--- src/rtl/lsu_ctrl.sv ---
// lsu_ctrl: load/store unit between EXU/WBU and the physical-memory port.
// Accepts one memory op at a time, issues a single PMEM request, captures
// the 1-cycle-latency read data, lane-extracts and extends it, and returns
// the result over a valid/ready handshake. Misaligned or illegal-size ops
// skip memory entirely and respond with resp_err.
// Optional build macro: LSU_PERF_EN enables the load/store completion counters.
`timescale 1ns/1ps

module lsu_ctrl #(
  parameter int ADDR_W = 32,
  parameter int DATA_W = 32
) (
  input  logic              clk,
  input  logic              rst,
  input  logic              req_valid,
  output logic              req_ready,
  input  logic [ADDR_W-1:0] req_addr,
  input  logic [DATA_W-1:0] req_wdata,
  input  logic              req_is_store,
  input  logic [1:0]        req_size,
  input  logic              req_unsigned,
  output logic              resp_valid,
  input  logic              resp_ready,
  output logic [DATA_W-1:0] resp_data,
  output logic              resp_err,
  output logic              mem_valid,
  output logic [ADDR_W-1:0] mem_raddr,
  output logic              mem_wen,
  output logic [ADDR_W-1:0] mem_waddr,
  output logic [DATA_W-1:0] mem_wdata,
  output logic [7:0]        mem_wmask,
  input  logic [DATA_W-1:0] mem_rdata,
  output logic [31:0]       load_cnt,
  output logic [31:0]       store_cnt
);

  typedef enum logic [1:0] {
    S_IDLE,
    S_ISSUE,
    S_CAPTURE,
    S_RESP
  } state_t;

  state_t            state;
  state_t            next_state;
  logic [ADDR_W-1:0] addr_q;
  logic [DATA_W-1:0] wdata_q;
  logic [1:0]        size_q;
  logic              unsigned_q;
  logic              store_q;
  logic              req_err;
  logic [3:0]        lane_mask;
  logic [DATA_W-1:0] rdata_shifted;
  logic [DATA_W-1:0] load_ext;

  // Both PMEM ports share the word-aligned address of the op in flight
  assign mem_raddr = {addr_q[ADDR_W-1:2], 2'b00};
  assign mem_waddr = {addr_q[ADDR_W-1:2], 2'b00};

  // Classify an incoming request as illegal size or misaligned
  always_comb begin
    req_err = 1'b0;
    if (req_size == 2'b11)
      req_err = 1'b1;
    else if (req_size == 2'b01 && req_addr[0])
      req_err = 1'b1;
    else if (req_size == 2'b10 && req_addr[1:0] != 2'b00)
      req_err = 1'b1;
  end

  // Byte-lane enables for the latched store, before widening to the 8-bit port
  always_comb begin
    lane_mask = 4'b0000;
    case (size_q)
      2'b00:   lane_mask = 4'b0001 << addr_q[1:0];
      2'b01:   lane_mask = 4'b0011 << addr_q[1:0];
      default: lane_mask = 4'b1111;
    endcase
  end

  // Move the addressed lane down to bit 0 and sign/zero extend it
  always_comb begin
    rdata_shifted = mem_rdata >> {addr_q[1:0], 3'b000};
    load_ext      = mem_rdata;
    case (size_q)
      2'b00:   load_ext = unsigned_q ? {24'b0, rdata_shifted[7:0]}
                                     : {{24{rdata_shifted[7]}}, rdata_shifted[7:0]};
      2'b01:   load_ext = unsigned_q ? {16'b0, rdata_shifted[15:0]}
                                     : {{16{rdata_shifted[15]}}, rdata_shifted[15:0]};
      default: load_ext = mem_rdata;
    endcase
  end

  // State register
  always_ff @(posedge clk or posedge rst) begin
    if (rst)
      state <= S_IDLE;
    else
      state <= next_state;
  end

  // Next-state logic and handshake / PMEM strobes, all decoded from state
  always_comb begin
    next_state = state;
    req_ready  = 1'b0;
    resp_valid = 1'b0;
    mem_valid  = 1'b0;
    mem_wen    = 1'b0;
    mem_wdata  = '0;
    mem_wmask  = 8'h00;
    case (state)
      S_IDLE: begin
        req_ready = ~rst;
        if (req_valid)
          next_state = req_err ? S_RESP : S_ISSUE;
      end
      S_ISSUE: begin
        mem_valid = 1'b1;
        if (store_q) begin
          mem_wen    = 1'b1;
          mem_wdata  = wdata_q << {addr_q[1:0], 3'b000};
          mem_wmask  = {4'b0000, lane_mask};
          next_state = S_RESP;
        end else begin
          next_state = S_CAPTURE;
        end
      end
      S_CAPTURE: begin
        next_state = S_RESP;
      end
      S_RESP: begin
        resp_valid = 1'b1;
        if (resp_ready)
          next_state = S_IDLE;
      end
      default: next_state = S_IDLE;
    endcase
  end

  // Latch the op on accept and build the response payload
  always_ff @(posedge clk or posedge rst) begin
    if (rst) begin
      addr_q     <= '0;
      wdata_q    <= '0;
      size_q     <= 2'b00;
      unsigned_q <= 1'b0;
      store_q    <= 1'b0;
      resp_data  <= '0;
      resp_err   <= 1'b0;
    end else if (state == S_IDLE && req_valid) begin
      addr_q     <= req_addr;
      wdata_q    <= req_wdata;
      size_q     <= req_size;
      unsigned_q <= req_unsigned;
      store_q    <= req_is_store;
      resp_data  <= '0;
      resp_err   <= req_err;
    end else if (state == S_CAPTURE) begin
      resp_data  <= load_ext;
    end
  end

`ifdef LSU_PERF_EN
  // Count completed non-error loads and stores at the response handshake
  always_ff @(posedge clk or posedge rst) begin
    if (rst) begin
      load_cnt  <= 32'd0;
      store_cnt <= 32'd0;
    end else if (state == S_RESP && resp_ready && !resp_err) begin
      if (store_q)
        store_cnt <= store_cnt + 32'd1;
      else
        load_cnt  <= load_cnt + 32'd1;
    end
  end
`else
  assign load_cnt  = 32'd0;
  assign store_cnt = 32'd0;
`endif

endmodule

--- config.mk ---
export PLATFORM = sky130hd
export DESIGN_NAME = lsu_ctrl
export DESIGN_NICKNAME = d
export VERILOG_FILES = /design/src/rtl/lsu_ctrl.sv
export SDC_FILE = /design/constraint.sdc
export NUM_CORES = 1
export LEC_CHECK = 0
export BUFFER_PORTS_ARGS = -buffer_cell sky130_fd_sc_hd__buf_2
export CAP_MARGIN = 5
export CORE_MARGIN = 3
export CORE_UTILIZATION = 44
export CTS_CLUSTER_DIAMETER = 50
export DETAILED_ROUTE_END_ITERATION = 8
export PLACE_DENSITY = 0.77
export SLEW_MARGIN = 10
export SYNTH_ARGS = -nofsm -noshare
export SYNTH_HDL_FRONTEND = slang
export SYNTH_SLANG_ARGS = --single-unit
--- constraint.sdc ---
create_clock -name clk -period 3.55 [get_ports clk]
set_input_delay 0.5325 -clock clk [delete_from_list [all_inputs] [get_ports clk]]
set_output_delay 0.5325 -clock clk [all_outputs]
set_load 0.02 [all_outputs]
Yosys cells after proc, flatten, opt, wreduce, memory -nomap -nowiden
Index checks and enable logic that the tools add are counted.

Flip-flop bits (word level): 103. Latch bits: 0. ROM bits: 0. Output and inout port bits: 205. Memories: 0. Bits in writable memories: 0.

Order comparisons: 0. $mul: 0. Shift-type cells: 4. Div/mod/pow operators: 0. Add/sub/neg operators: 0. Bitwise logic cells: 1. Eq/ne operators: 9. Reduce and logical (&&, ||, !) cells: 8. Muxes and demuxes: 23.

Operator list (count): 32-bit 2-to-1 mux (6); 32-bit case mux with 2 select lines (1); 32-bit by 5-bit << shifter with 32-bit output (1); 32-bit by 5-bit right shift with 16-bit output (1); 1-bit 2-to-1 mux (9); 2-bit equality test (second input constant) (4); 4-bit 2-to-1 mux (2); 2-bit case mux with 4 select lines (1); 4-bit case mux with 2 select lines (1); 2-bit by 1-bit equality test with 1-bit output (second input constant) (3); 2-bit 2-to-1 mux (3); 2-bit zero test (2); 2-bit != test (second input constant) (2); 2-bit nonzero test (2); 1-bit by 2-bit << shifter with 4-bit output (first input constant) (1); 2-bit by 2-bit << shifter with 4-bit output (first input constant) (1); 1-bit logical AND (3); 2-bit AND reduction (1); 1-bit NOT (1).

Depth between registers and ports, before layout
Gate-level depths: netlist of the first run.

Depth after elaboration: 8. Depth in mapped cells: 8. Gate-level depth less buffers: 6.

Worst setup path after synthesis of the first run
Ideal clock, no wire load.

Kind: register -> output. Start point: register state[1]. End point: output mem_wmask[2]. Slack: 1.380 ns. Buffers on the path: 2. Arrival: 1.638 ns. Required time: 3.017 ns. Cell stages (with the launch flop): 7. Path through: dfrtp_1 -> inv_1 -> ha_1 -> nand2_1 -> clkbuf_1 -> clkbuf_1 -> a21oi_1.

Cells in the longest elaborated chain, start to end: 2.

Ends and longest elaborated chain: from (decl) (RTL line 44) `state_t state;`; from (signal assigned) (RTL line 99) `state <= next_state;`; 2-bit by 1-bit equality test with 1-bit output (RTL line 111) `case (state)`; 4-bit 2-to-1 mux (RTL line 111); to (decl) (RTL line 31) `output logic [7:0] mem_wmask,`.

No other way between the ends.

Worst setup path in the final report of the first run
Start point: register addr_q[1]. End point: output mem_wmask[2].

Cells in the longest elaborated chain, start to end: 4. Elaborated cells on any way between the ends: 5.

Ends and longest elaborated chain: from (decl) (RTL line 46) `logic [ADDR_W-1:0] addr_q;`; from (signal assigned) (RTL line 151) `addr_q <= req_addr;`; 2-bit by 2-bit << shifter with 4-bit output / 1-bit by 2-bit << shifter with 4-bit output (equally long branches) (RTL line 76, 75); 4-bit case mux with 2 select lines (*) (RTL line 74) `case (size_q)`; 4-bit 2-to-1 mux (*) (RTL line 119) `if (store_q) begin`; 4-bit 2-to-1 mux (*) (RTL line 111).

Mark *: on every way between the ends. The rest lies on a longest branch, timed or not.

==> results.txt, run 1 <==
The required time at the worst-slack endpoint is roughly 3 ns. The mean number of vias per cell came out at slightly below 5. The all-layer global routing usage is 20.6%. The actual transition at the worst max-transition pin came out at approximately 0.90 ns. Of the cells placed in the final design, the portion with a size suffix greater than 1 is between 30% and 40%. The total of hold buffers inserted after clock tree synthesis came out at 0. The synthesis warning total is 0. The wire length per cell is 15.7 microns. The number of max-slew violations in the final report is 0. The worst setup path is launched from a register. The critical-path maximum fanout is 41.

The largest buffer count on any clock path came out at 2. After synthesis, flip-flops and latches occupy 40.3% of the total area. Setup repair after global routing left no endpoint under its margin. The peak clock frequency supported by timing is ~0.35 GHz. The fraction of registers with async set/reset is 100%. The number of antenna violations at the first check in global routing came out at 1. The path class of the lowest-slack min-delay path is in2async.

TritonCTS built the clock tree. The CTS clock-pin slew for the worst setup and hold paths came out at 0.07 ns. The clock tree synthesis step divided the H-tree into 3 levels. The post-detailed-placement cell area is 0.00693 sq mm.

The setup violation total in the final timing report is 0. The pre-CTS worst setup slack is around 1.0 ns. On the final layout, the worst clock skew is 0.00857 ns.

The count of nets left with antenna violations once routing finished came out at 0. The number of antenna diodes in the final layout is 0. In this run the core area contains 43 standard-cell rows. The die covers 0.0160 sq mm. The number of gates resized after CTS was 0. After synthesis the netlist holds a flip-flop and latch count of 103.

The clock latency at the later pin of the worst-skew pair is ~0.35 ns. The number of library cell types mapped by synthesis is 40. The final weighted congestion in routability-driven placement is 0.845.

The layout filler cell count is 1384. The standard cell core area came out at between 0.01 and 0.015 sq mm. The initial core utilization is 45.6%. The top cell types in the final layout, fill and taps aside, are 236 x buf_2, 228 x nand2_1, 101 x dfrtp_1, 72 x conb_1, 45 x nor2_1. The synthesized design contains 0 enable-type register cells. The cell area that synthesis handed to floorplanning was 0.00640 sq mm. After detailed routing, the total wire length is 17400 microns. The most used flip-flop cell after synthesis is dfrtp_1. The number of setup buffers added after CTS is 0. The count of unresolved DRC violations after routing came out at 0.

STA puts the critical path data arrival time at 2.34 ns. The critical path in this run is classified as reg2out. The cell type with the highest aggregate area in the netlist is dfrtp_1. The root buffer selected by CTS is clkbuf_16. The sum of net half-perimeters after detailed placement is 12600 microns. The final number of hold-violating endpoints was 0. The number of cells produced by synthesis came out at 777.

For this design, the sink count on the clock tree is ~100. The die span in y came out at around 130 microns. The number of global-route vias before repair is just over 5000.

The number of I/O port buffers is between 200 and 250. The area growth from synthesis to final layout is 13.7%. The wire length of the first global-routing pass is 26700 microns. The tool flagged a number of max-cap violations equal to 0.

The DRC marker count from the first detailed-route iteration came out at 429. The setup total negative slack is 0 ns. The final net count came out at 1033. The part of the cycle the worst path needs is 80.8%. Across all setup checks in the final design, the least slack found is between 0.6 and 0.7 ns. The number of vias in the routed layout came out at 5493. The maximum resistive drop on vdd is 455 uV. The horizontal extent of the die came out at ~130 microns.

The pin count of the biggest net entering global routing came out at 83. The relative max-transition margin came out at between 40 and 50%. The first-pass detailed-route iteration total came out at 5. The completed layout was analyzed and its total power is 6.79 mW. Summed over all layers, the global routing overflow is 0. The static leakage is 4.05 nW. After synthesis, the mean cell area works out to 8.24 sq um. The flow ran to the end, and the final reports show no timing, DRC or antenna violations. The ratio of total power to cell area came out at 933 mW/mm^2. The category of the worst setup path capture point is a primary output.

By area the synthesized netlist is led by dfrtp_1 40%, buf_4 16%, nand2_1 13%. With fillers left out, the area of the finished cells amounts to 0.00728 sq mm. The clock period minus final worst setup slack is roughly 2.9 ns. The number of CTS-inserted buffers came out at 9.

The area share of the leading cell type in the synthesized netlist came out at 40.3%. The commonest non-fill, non-tap cell in the layout is buf_2. The top-level I/O count is 309.
-- stage by stage --
stage	instances	utilization (%)	hold slack, ns
finish	1109	51.8	0.346
global route	1109	51.8	0.361
CTS	1109	51.8	0.351
detailed placement	1093	49.4	0.462
global placement	1093	49.4	0.455
floorplan	848	-	0.438
-- Yosys cell counts (6+ instances only) --
master,number
buf_2,12
nand2_1,229
o31ai_1,8
nor2_1,45
and3_1,8
a211oi_1,22
o21ai_2,11
nor2b_1,33
o21ai_0,10
inv_1,9
clkbuf_1,27
nand2b_1,9
o22ai_1,8
a21oi_1,20
nand3b_1,6
mux2i_1,24
a31oi_1,25
dfrtp_1,103
buf_4,133
-- flip-flops by register name (all words and copies together), names as in the netlist --
register / cells
unsigned_q: 1
resp_data: 32
resp_err: 1
size_q: 2
store_q: 1
addr_q: 32
state: 2
wdata_q: 32
-- cell type report --
type	instances	area, sq um	area share [%]
Clock inverter	4	76.3	1.05
Timing Repair Buffer	245	1250	17.2
Clock buffer	12	267	3.66
Sequential cell	103	2580	35.5
Multi-Input combinational cell	556	2840	39.1
Tap cell	180	225	3.09
Inverter	9	36.3	0.499
-- where the power goes --
group	internal (mW)	total, mW	leakage, nW	switching, mW
sequential	1.70	2.21	1.30	0.508
clock	0.678	1.13	0.165	0.451
combinational	1.19	3.45	2.59	2.26
-- worst max-delay path, cell delays in order (launching register included) --
cell and delay, ns:
dfrtp_2 0.73, and2b_1 0.77, a21oi_1 0.15, a21oi_1 0.16
buf_2 0.18
-- final timing paths --
check | end | depth (start not counted) | start | slack (ns)
min in group clk | wdata_q[19]$_DFFE_PP0P_ | 3 | req_wdata[19] | 0.37
max | mem_wmask[2] | 4 | addr_q[1]$_DFFE_PP0P_ | 0.68
max reg2reg | resp_data[28]$_DFFE_PP0P_ | 4 | addr_q[1]$_DFFE_PP0P_ | 1.10
min | addr_q[27]$_DFFE_PP0P_ | 2 | rst | 0.35
min reg2reg | wdata_q[31]$_DFFE_PP0P_ | 2 | wdata_q[31]$_DFFE_PP0P_ | 0.48
max in group asynchronous | addr_q[10]$_DFFE_PP0P_ | 3 | rst | 2.37
-- cell families after synthesis --
| logic type | after synthesis | share of synthesized area (%) |
|---|---|---|
| simple gates | 339 | 22.6 |
| mux | 26 | 4.32 |
| compound gates | 114 | 12.2 |
| fa+ha+maj | 5 | 0.977 |
| other cells | 1 | 0.0586 |
| flops | 103 | 40.3 |
| buf+inv | 189 | 19.6 |
-- per-layer routing --
metal	up-vias	GRT usage (%)	wire (microns)
li1	2629	-	-
met1	2572	26.5	7050
met2	263	34.5	8560
met3	27	4.17	1450
met4	2	7.70	365
met5	-	0	13
(Power assumes the default switching activity.)
==> inputs of run 2 (changes only) <==
clock period = 2.75 ns   (was 3.55 ns; I/O delays follow)
==> run 2 against run 1 <==
- setup slack lost 0.50 ns
- clock power grew 15%
- largest cell class unchanged
- total power rose by 28%
- critical path depth is the same
- highest routed layer is now met4
==> results.txt, run 2 (same netlist as run 1, synthesis figures left out) <==
The initial core utilization came out at 45.6% (unchanged). The wire length after detailed routing was 17200 microns (was 17400 microns). The relative max-transition margin is 40.7% (was 40.1%).

The path class of the lowest-slack min-delay path is in2async (unchanged). The part of the cycle the worst path needs came out at 93.3%. The number of buffers inserted to repair setup after CTS came out at 0 (unchanged). The setup total negative slack came to 0 ns (unchanged). The final critical-path setup slack came to 0.185 ns (was 0.681 ns). The number of I/O port buffers is 236 (unchanged).

The peak clock frequency supported by timing came out at 0.390 GHz. The actual transition at the worst max-transition pin came out at 0.888 ns (was 0.898 ns). Result of the run: complete, no violations (unchanged). The reported max-cap violation count was 0 (unchanged). The antenna diode instance count is 0 (unchanged). The required time at the worst-slack endpoint is 2.34 ns (was 3.02 ns). The type of the setup path with the least slack is reg2out (unchanged).

The wire length per cell came out at 15.5 microns (was 15.7 microns). The final weighted congestion in routability-driven placement came out at 0.848 (was 0.845). The DRC marker count from the first detailed-route iteration is 322 (was 429). The number of max-slew violations in the final report was 0 (unchanged). Largest registers: addr_q (32), resp_data (32), wdata_q (32) (unchanged). The net switching share of the total power is 47.5% (was 47.4%).

The die span in y is 127 microns (unchanged). The arrival time at the worst endpoint came out at 2.15 ns (was 2.34 ns). The setup violation total in the final timing report came out at 0 (unchanged).

The sequential share of power is 32.4% (was 32.6%). The number of gates given a new drive strength after cts came out at 0 (unchanged). The ratio of total power to cell area is 1180 mW/mm^2 (was 933 mW/mm^2). The internal portion of total power was 4.54 mW (was 3.57 mW). The number of sinks driven by the clock tree was 103 (unchanged).

The total of hold buffers inserted after clock tree synthesis is 0 (unchanged). The horizontal extent of the die came out at 127 microns (unchanged). The fraction of final layout cells with drive strength greater than 1 is 30.9% (was 30.7%). The mean number of vias per cell is 4.91 (was 4.95). The clock period minus final worst setup slack came out at 2.57 ns. The portion of total power attributed to combinational logic is 52.6% (was 50.8%). The floorplan die area was 0.0160 sq mm (unchanged). The total congestion overflow is 0 (unchanged). The largest buffer count on any clock path came out at 2 (unchanged). The CTS tree is done (unchanged). The wire length of the first global-routing pass came out at 26900 microns (was 26700 microns). The number of antenna violations at the first check in global routing is 0 (was 1). The CTS H-tree depth came out at 3 (unchanged). The clock latency at the later pin of the worst-skew pair came out at 0.35 ns (about the same). The pre-CTS worst setup slack is 0.585 ns (was 1.04 ns). The commonest non-fill, non-tap cell in the layout is buf_2 (unchanged). The top-level I/O count is 309 (unchanged). The switching power summed over all nets came out at 4.11 mW (was 3.21 mW). The final net count came to 1039 (was 1033). RSZ-0062 raised after global routing: no (unchanged). The static leakage is 4.06 nW (was 4.05 nW). The maximum resistive drop on vdd was 583 uV (was 455 uV). The first-pass detailed-route iteration total is 4 (was 5). The number of CTS-inserted buffers is 9 (unchanged). The sum of net half-perimeters after detailed placement came out at 12700 microns (was 12600 microns). The power share of the clock group is 15.0% (was 16.6%). The sort of element at the start of the critical path was a register (unchanged). The number of nets still failing antenna checks after routing came out at 0 (unchanged). The cell row count is 43 (unchanged). The category of the worst setup path capture point is a primary output (unchanged). The count of unresolved DRC violations after routing is 0 (unchanged). The number of global-route vias before repair came out at 5241 (was 5055). The CTS clock-pin slew for the worst setup and hold paths came out at 0.07 ns (about the same). The layout filler cell count came out at 1319 (was 1384). The all-layer global routing usage is 20.9% (was 20.6%).

The root buffer selected by CTS is clkbuf_16 (unchanged). The critical-path maximum fanout is 25 (was 41). The number of vias in the routed layout came to 5465 (was 5493).

The area growth from synthesis to final layout came out at 14.3% (was 13.7%). Commonest cells after routing, fill and taps aside: 236 x buf_2, 228 x nand2_1, 101 x dfrtp_1, 72 x conb_1, 45 x nor2_1 (unchanged). The worst setup skew after layout is 0.00722 ns (was 0.00857 ns). The pin count of the biggest net entering global routing came out at 88 (was 83).

The final number of hold-violating endpoints came out at 0 (unchanged). The standard cell core area is 0.0140 sq mm (unchanged).
-- run 2: cell count changes in the layout (fill, tap and decap cells not counted), sizes merged --
cell | before | now
bufinv | 2 | 1
clkinvlp | 1 | 2
inv | 9 | 8
buf | 245 | 251
-- run 2: worst paths after layout --
path                                               from                        end  slack [ns]  cells after the start
worst min-delay path                                rst     addr_q[25]$_DFFE_PP0P_        0.25                      2
worst max-delay path              addr_q[0]$_DFFE_PP0P_               mem_wmask[2]        0.18                      4
worst min register to register  wdata_q[31]$_DFFE_PP0P_    wdata_q[31]$_DFFE_PP0P_        0.47                      2
min in group clk                           req_wdata[3]     wdata_q[3]$_DFFE_PP0P_        0.25                      3
worst max register to register     state[0]$_DFFE_PP0P_  resp_data[27]$_DFFE_PP0P_        0.66                      6
max in group asynchronous                           rst   resp_data[4]$_DFFE_PP0P_        1.84                      3
-- run 2: cell type report --
type	instances	area [sq um]	area share, %
Clock buffer	12	256	3.51
Clock inverter	3	42.5	0.581
Inverter	9	37.5	0.513
Multi-Input combinational cell	556	2840	38.9
Sequential cell	103	2580	35.3
Tap cell	180	225	3.08
Timing Repair Buffer	251	1330	18.2
-- run 2: routing by layer --
layer	routed length (microns)	part of all wire [%]	GRT usage [%]
met1	6820	40	25.9
met2	8670	50	35.9
met3	1320	7.7	4.76
met4	438	2.5	7.32
met5	0	0	0
-- run 2: critical path: stages (launching register included) --
cell and delay (ns):
dfrtp_2 0.67, and2b_1 0.62, a21oi_1 0.15, a21oi_1 0.16
buf_2 0.19
-- run 2: power by group through the flow --
| stage | clock (mW) | sequential (mW) | combinational, mW |
|---|---|---|---|
| 6_report | 1.30 | 2.80 | 4.55 |
| 5_1_grt | 1.40 | 2.90 | 5.03 |
| 4_1_cts | 1.35 | 2.80 | 4.59 |
| 3_5_place_dp | 0 | 2.82 | 4.58 |
| 3_3_place_gp | 0 | 2.81 | 4.49 |
| 2_1_floorplan | 0 | 2.82 | 3.82 |
-- run 2: metrics by stage --
| stage | power (mW) | cells | cell area (sq um) | utilization [%] | hold WS (ns) |
|---|---|---|---|---|---|
| after global placement | 7.30 | 1099 | 7020 | 50.0 | 0.453 |
| after detailed placement | 7.40 | 1099 | 7020 | 50.0 | 0.456 |
| after floorplan | 6.64 | 848 | 6670 | - | 0.438 |
| after global routing | 9.33 | 1114 | 7320 | 52.1 | 0.233 |
| final | 8.65 | 1114 | 7320 | 52.1 | 0.247 |
| after CTS | 8.74 | 1114 | 7320 | 52.1 | 0.233 |
==> inputs of run 3 (changes only) <==
==> constraint.sdc (replaced) <==
create_clock -name clk -period 2.75 [get_ports clk]
set_input_delay 0.55 -clock clk [delete_from_list [all_inputs] [get_ports clk]]
set_output_delay 0.55 -clock clk [all_outputs]
set_load 0.02 [all_outputs]
==> run 3 against run 2 <==
- final area rose by 0.31%
- fmax fell by 0.99%
- worst hold slack got worse by 0.042 ns
- sequential share of layout area fell by 0.11 points
- critical path type unchanged
==> results.txt, run 3 (same netlist as run 1, synthesis figures left out) <==
Result of the run: complete, no violations (unchanged). The top-level I/O count is 309 (unchanged). The post-layout utilization of the core came to 52.3% (was 52.1%). The critical-path maximum fanout came out at 17 (was 25).

The setup slack of the worst register-to-register path is 0.55 ns (was 0.66 ns). Commonest cells after routing, fill and taps aside: 236 x buf_2, 228 x nand2_1, 101 x dfrtp_1, 72 x conb_1, 45 x nor2_1 (unchanged). The number of I/O port buffers is 236 (unchanged). The clock latency at the later pin of the worst-skew pair is 0.35 ns (about the same). The sum of net half-perimeters after detailed placement is 12800 microns (was 12700 microns).

The worst-path cell with the longest stage delay is and2b_1 (was dfrtp_2). The CTS clock-pin slew for the worst setup and hold paths is 0.08 ns (was 0.07 ns). The sort of element at the start of the critical path is a register (unchanged).

The first-pass detailed-route iteration total is 5 (was 4). Series of cell instances along the critical path: and2b_1, a21oi_1, a21oi_1, buf_2 (unchanged). Largest registers: addr_q (32), resp_data (32), wdata_q (32) (unchanged). The peak clock frequency supported by timing is 0.386 GHz (was 0.390 GHz). The largest buffer count on any clock path came out at 2 (unchanged). The worst setup skew after layout came out at 0.0112 ns (was 0.00722 ns). The wire length after detailed routing is 17400 microns (was 17200 microns). The initial core utilization came to 45.6% (unchanged). The clock period minus final worst setup slack was 2.59 ns (was 2.57 ns). The start of the worst register-to-register path was state[0]$_DFFE_PP0P_ (unchanged).

The CTS tree is done (unchanged). The final weighted congestion in routability-driven placement came out at 0.821 (was 0.848). The pin count of the biggest net entering global routing is 79 (was 88). The number of sinks driven by the clock tree is 103 (unchanged). The commonest non-fill, non-tap cell in the layout is buf_2 (unchanged).

The layout filler cell count was 1361 (was 1319). The CTS H-tree depth came out at 3 (unchanged). The type of the setup path with the least slack is reg2out (unchanged). The number of buffers inserted to repair setup after CTS came out at 0 (unchanged). The wire length per cell is 15.6 microns (was 15.5 microns). The DRC marker count from the first detailed-route iteration came out at 380 (was 322). The number of global-route vias before repair came out at 5015 (was 5241). The ratio of total power to cell area is 1200 mW/mm^2 (was 1180 mW/mm^2). The actual transition at the worst max-transition pin is 0.661 ns (was 0.888 ns). The peak per-stage delay on the critical path came out at 0.61 ns (was 0.67 ns).

The root buffer selected by CTS was clkbuf_16 (unchanged). The number of nets still failing antenna checks after routing came out at 0 (unchanged). The fraction of final layout cells with drive strength greater than 1 was 31.0% (was 30.9%). The number of antenna violations at the first check in global routing came to 1 (was 0).

The floorplan die area came to 0.0160 sq mm (unchanged). The total of hold buffers inserted after clock tree synthesis is 0 (unchanged). The number of gates given a new drive strength after cts came out at 0 (unchanged).

The mean number of vias per cell came to 4.90 (was 4.91). The arrival time at the worst endpoint came out at 2.04 ns (was 2.15 ns). The wire length of the first global-routing pass is 27000 microns (was 26900 microns). The total congestion overflow is 0 (unchanged). The launch point of the critical path is addr_q[0]$_DFFE_PP0P_ (unchanged). The number of CTS-inserted buffers is 9 (unchanged). The area growth from synthesis to final layout came to 14.7% (was 14.3%).

The required time at the worst-slack endpoint is 2.20 ns (was 2.34 ns). The die span in y was 127 microns (unchanged). The maximum resistive drop on vdd came out at 475 uV (was 583 uV). The setup total negative slack came out at 0 ns (unchanged). The number of max-slew violations in the final report came out at 0 (unchanged).

The category of the worst setup path capture point was a primary output (unchanged). The relative max-transition margin came out at 55.9% (was 40.7%). The horizontal extent of the die came to 127 microns (unchanged). The library cell appearing most often on the critical path is a21oi_1 (unchanged).

The path class of the lowest-slack min-delay path is in2async (unchanged). The setup violation total in the final timing report came out at 0 (unchanged). The total power came out at 8.78 mW (was 8.65 mW).

The final number of hold-violating endpoints was 0 (unchanged). The final critical-path setup slack came out at 0.159 ns (was 0.185 ns). The final net count is 1039 (unchanged). RSZ-0062 raised after global routing: no (unchanged). The number of vias in the routed layout is 5470 (was 5465).

The reported max-cap violation count came to 0 (unchanged). The cell row count came out at 43 (unchanged). The part of the cycle the worst path needs is 94.2% (was 93.3%). The end of the worst register-to-register path was resp_data[30]$_DFFE_PP0P_ (was resp_data[27]$_DFFE_PP0P_). The logic depth of the worst register-to-register path is 6 (unchanged). The pre-CTS worst setup slack is 0.461 ns (was 0.585 ns). The standard cell core area came out at 0.0140 sq mm (unchanged).

The all-layer global routing usage came out at 21.0% (was 20.9%). The count of unresolved DRC violations after routing came out at 0 (unchanged). The static leakage is 4.08 nW (was 4.06 nW).
-- run 3: cell types whose count changed in the layout (fill, tap and decap cells not counted), sizes merged --
cell	previous run	this run
bufinv	1	2
clkinv	1	2
clkinvlp	2	1
diode	0	1
-- run 3: how the worst max path moves through the flow --
stage / end / slack [ns] / depth (start not counted)
2_1_floorplan: mem_wmask[2] / 0.56 / 6
3_3_place_gp: mem_wdata[14] / 0.56 / 7
3_5_place_dp: mem_wdata[12] / 0.46 / 7
4_1_cts: mem_wdata[12] / 0.08 / 7
5_1_grt: mem_wmask[2] / 0.0008 / 4
6_report: mem_wmask[2] / 0.16 / 4
-- run 3: metrics by stage --
stage	instances	area [sq um]	hold slack [ns]
5_1_grt	1116	7340	0.221
3_5_place_dp	1099	7020	0.462
2_1_floorplan	848	6670	0.438
6_report	1116	7340	0.205
3_3_place_gp	1099	7020	0.454
4_1_cts	1115	7330	0.208
-- run 3: area by class of cell --
class	count	area, sq um	share of cell area, %
Sequential cell	103	2580	35.2
Inverter	9	37.5	0.511
Tap cell	180	225	3.07
Clock buffer	12	246	3.36
Multi-Input combinational cell	556	2850	38.8
Antenna cell	1	2.50	0.0341
Clock inverter	4	70.1	0.955
Timing Repair Buffer	251	1330	18.1
-- run 3: metal layers --
| layer | track usage [%] | up-vias | wire, microns | part of all wire [%] |
|---|---|---|---|---|
| met5 | 0 | - | 0 | 0 |
| met1 | 28.0 | 2545 | 7080 | 41 |
| li1 | - | 2643 | - | - |
| met4 | 7.76 | 0 | 507 | 2.9 |
| met2 | 34.0 | 251 | 8530 | 49 |
| met3 | 4.08 | 31 | 1280 | 7.4 |
-- run 3: where the power goes --
group,leakage (nW),switching [mW],internal (mW)
clock network,0.157,0.556,0.821
registers,1.30,0.568,2.20
logic,2.62,3.03,1.60
total,4.08,4.15,4.63
-- run 3: critical path: cells and delay by family, from the launching register on --
| kind | cells | cell delay, ns |
|---|---|---|
| AO/OA/AOI/OAI | 2 | 0.31 |
| buffers and inverters | 1 | 0.17 |
| flip-flops | 1 | 0.59 |
| AND/OR/NAND/NOR | 1 | 0.61 |
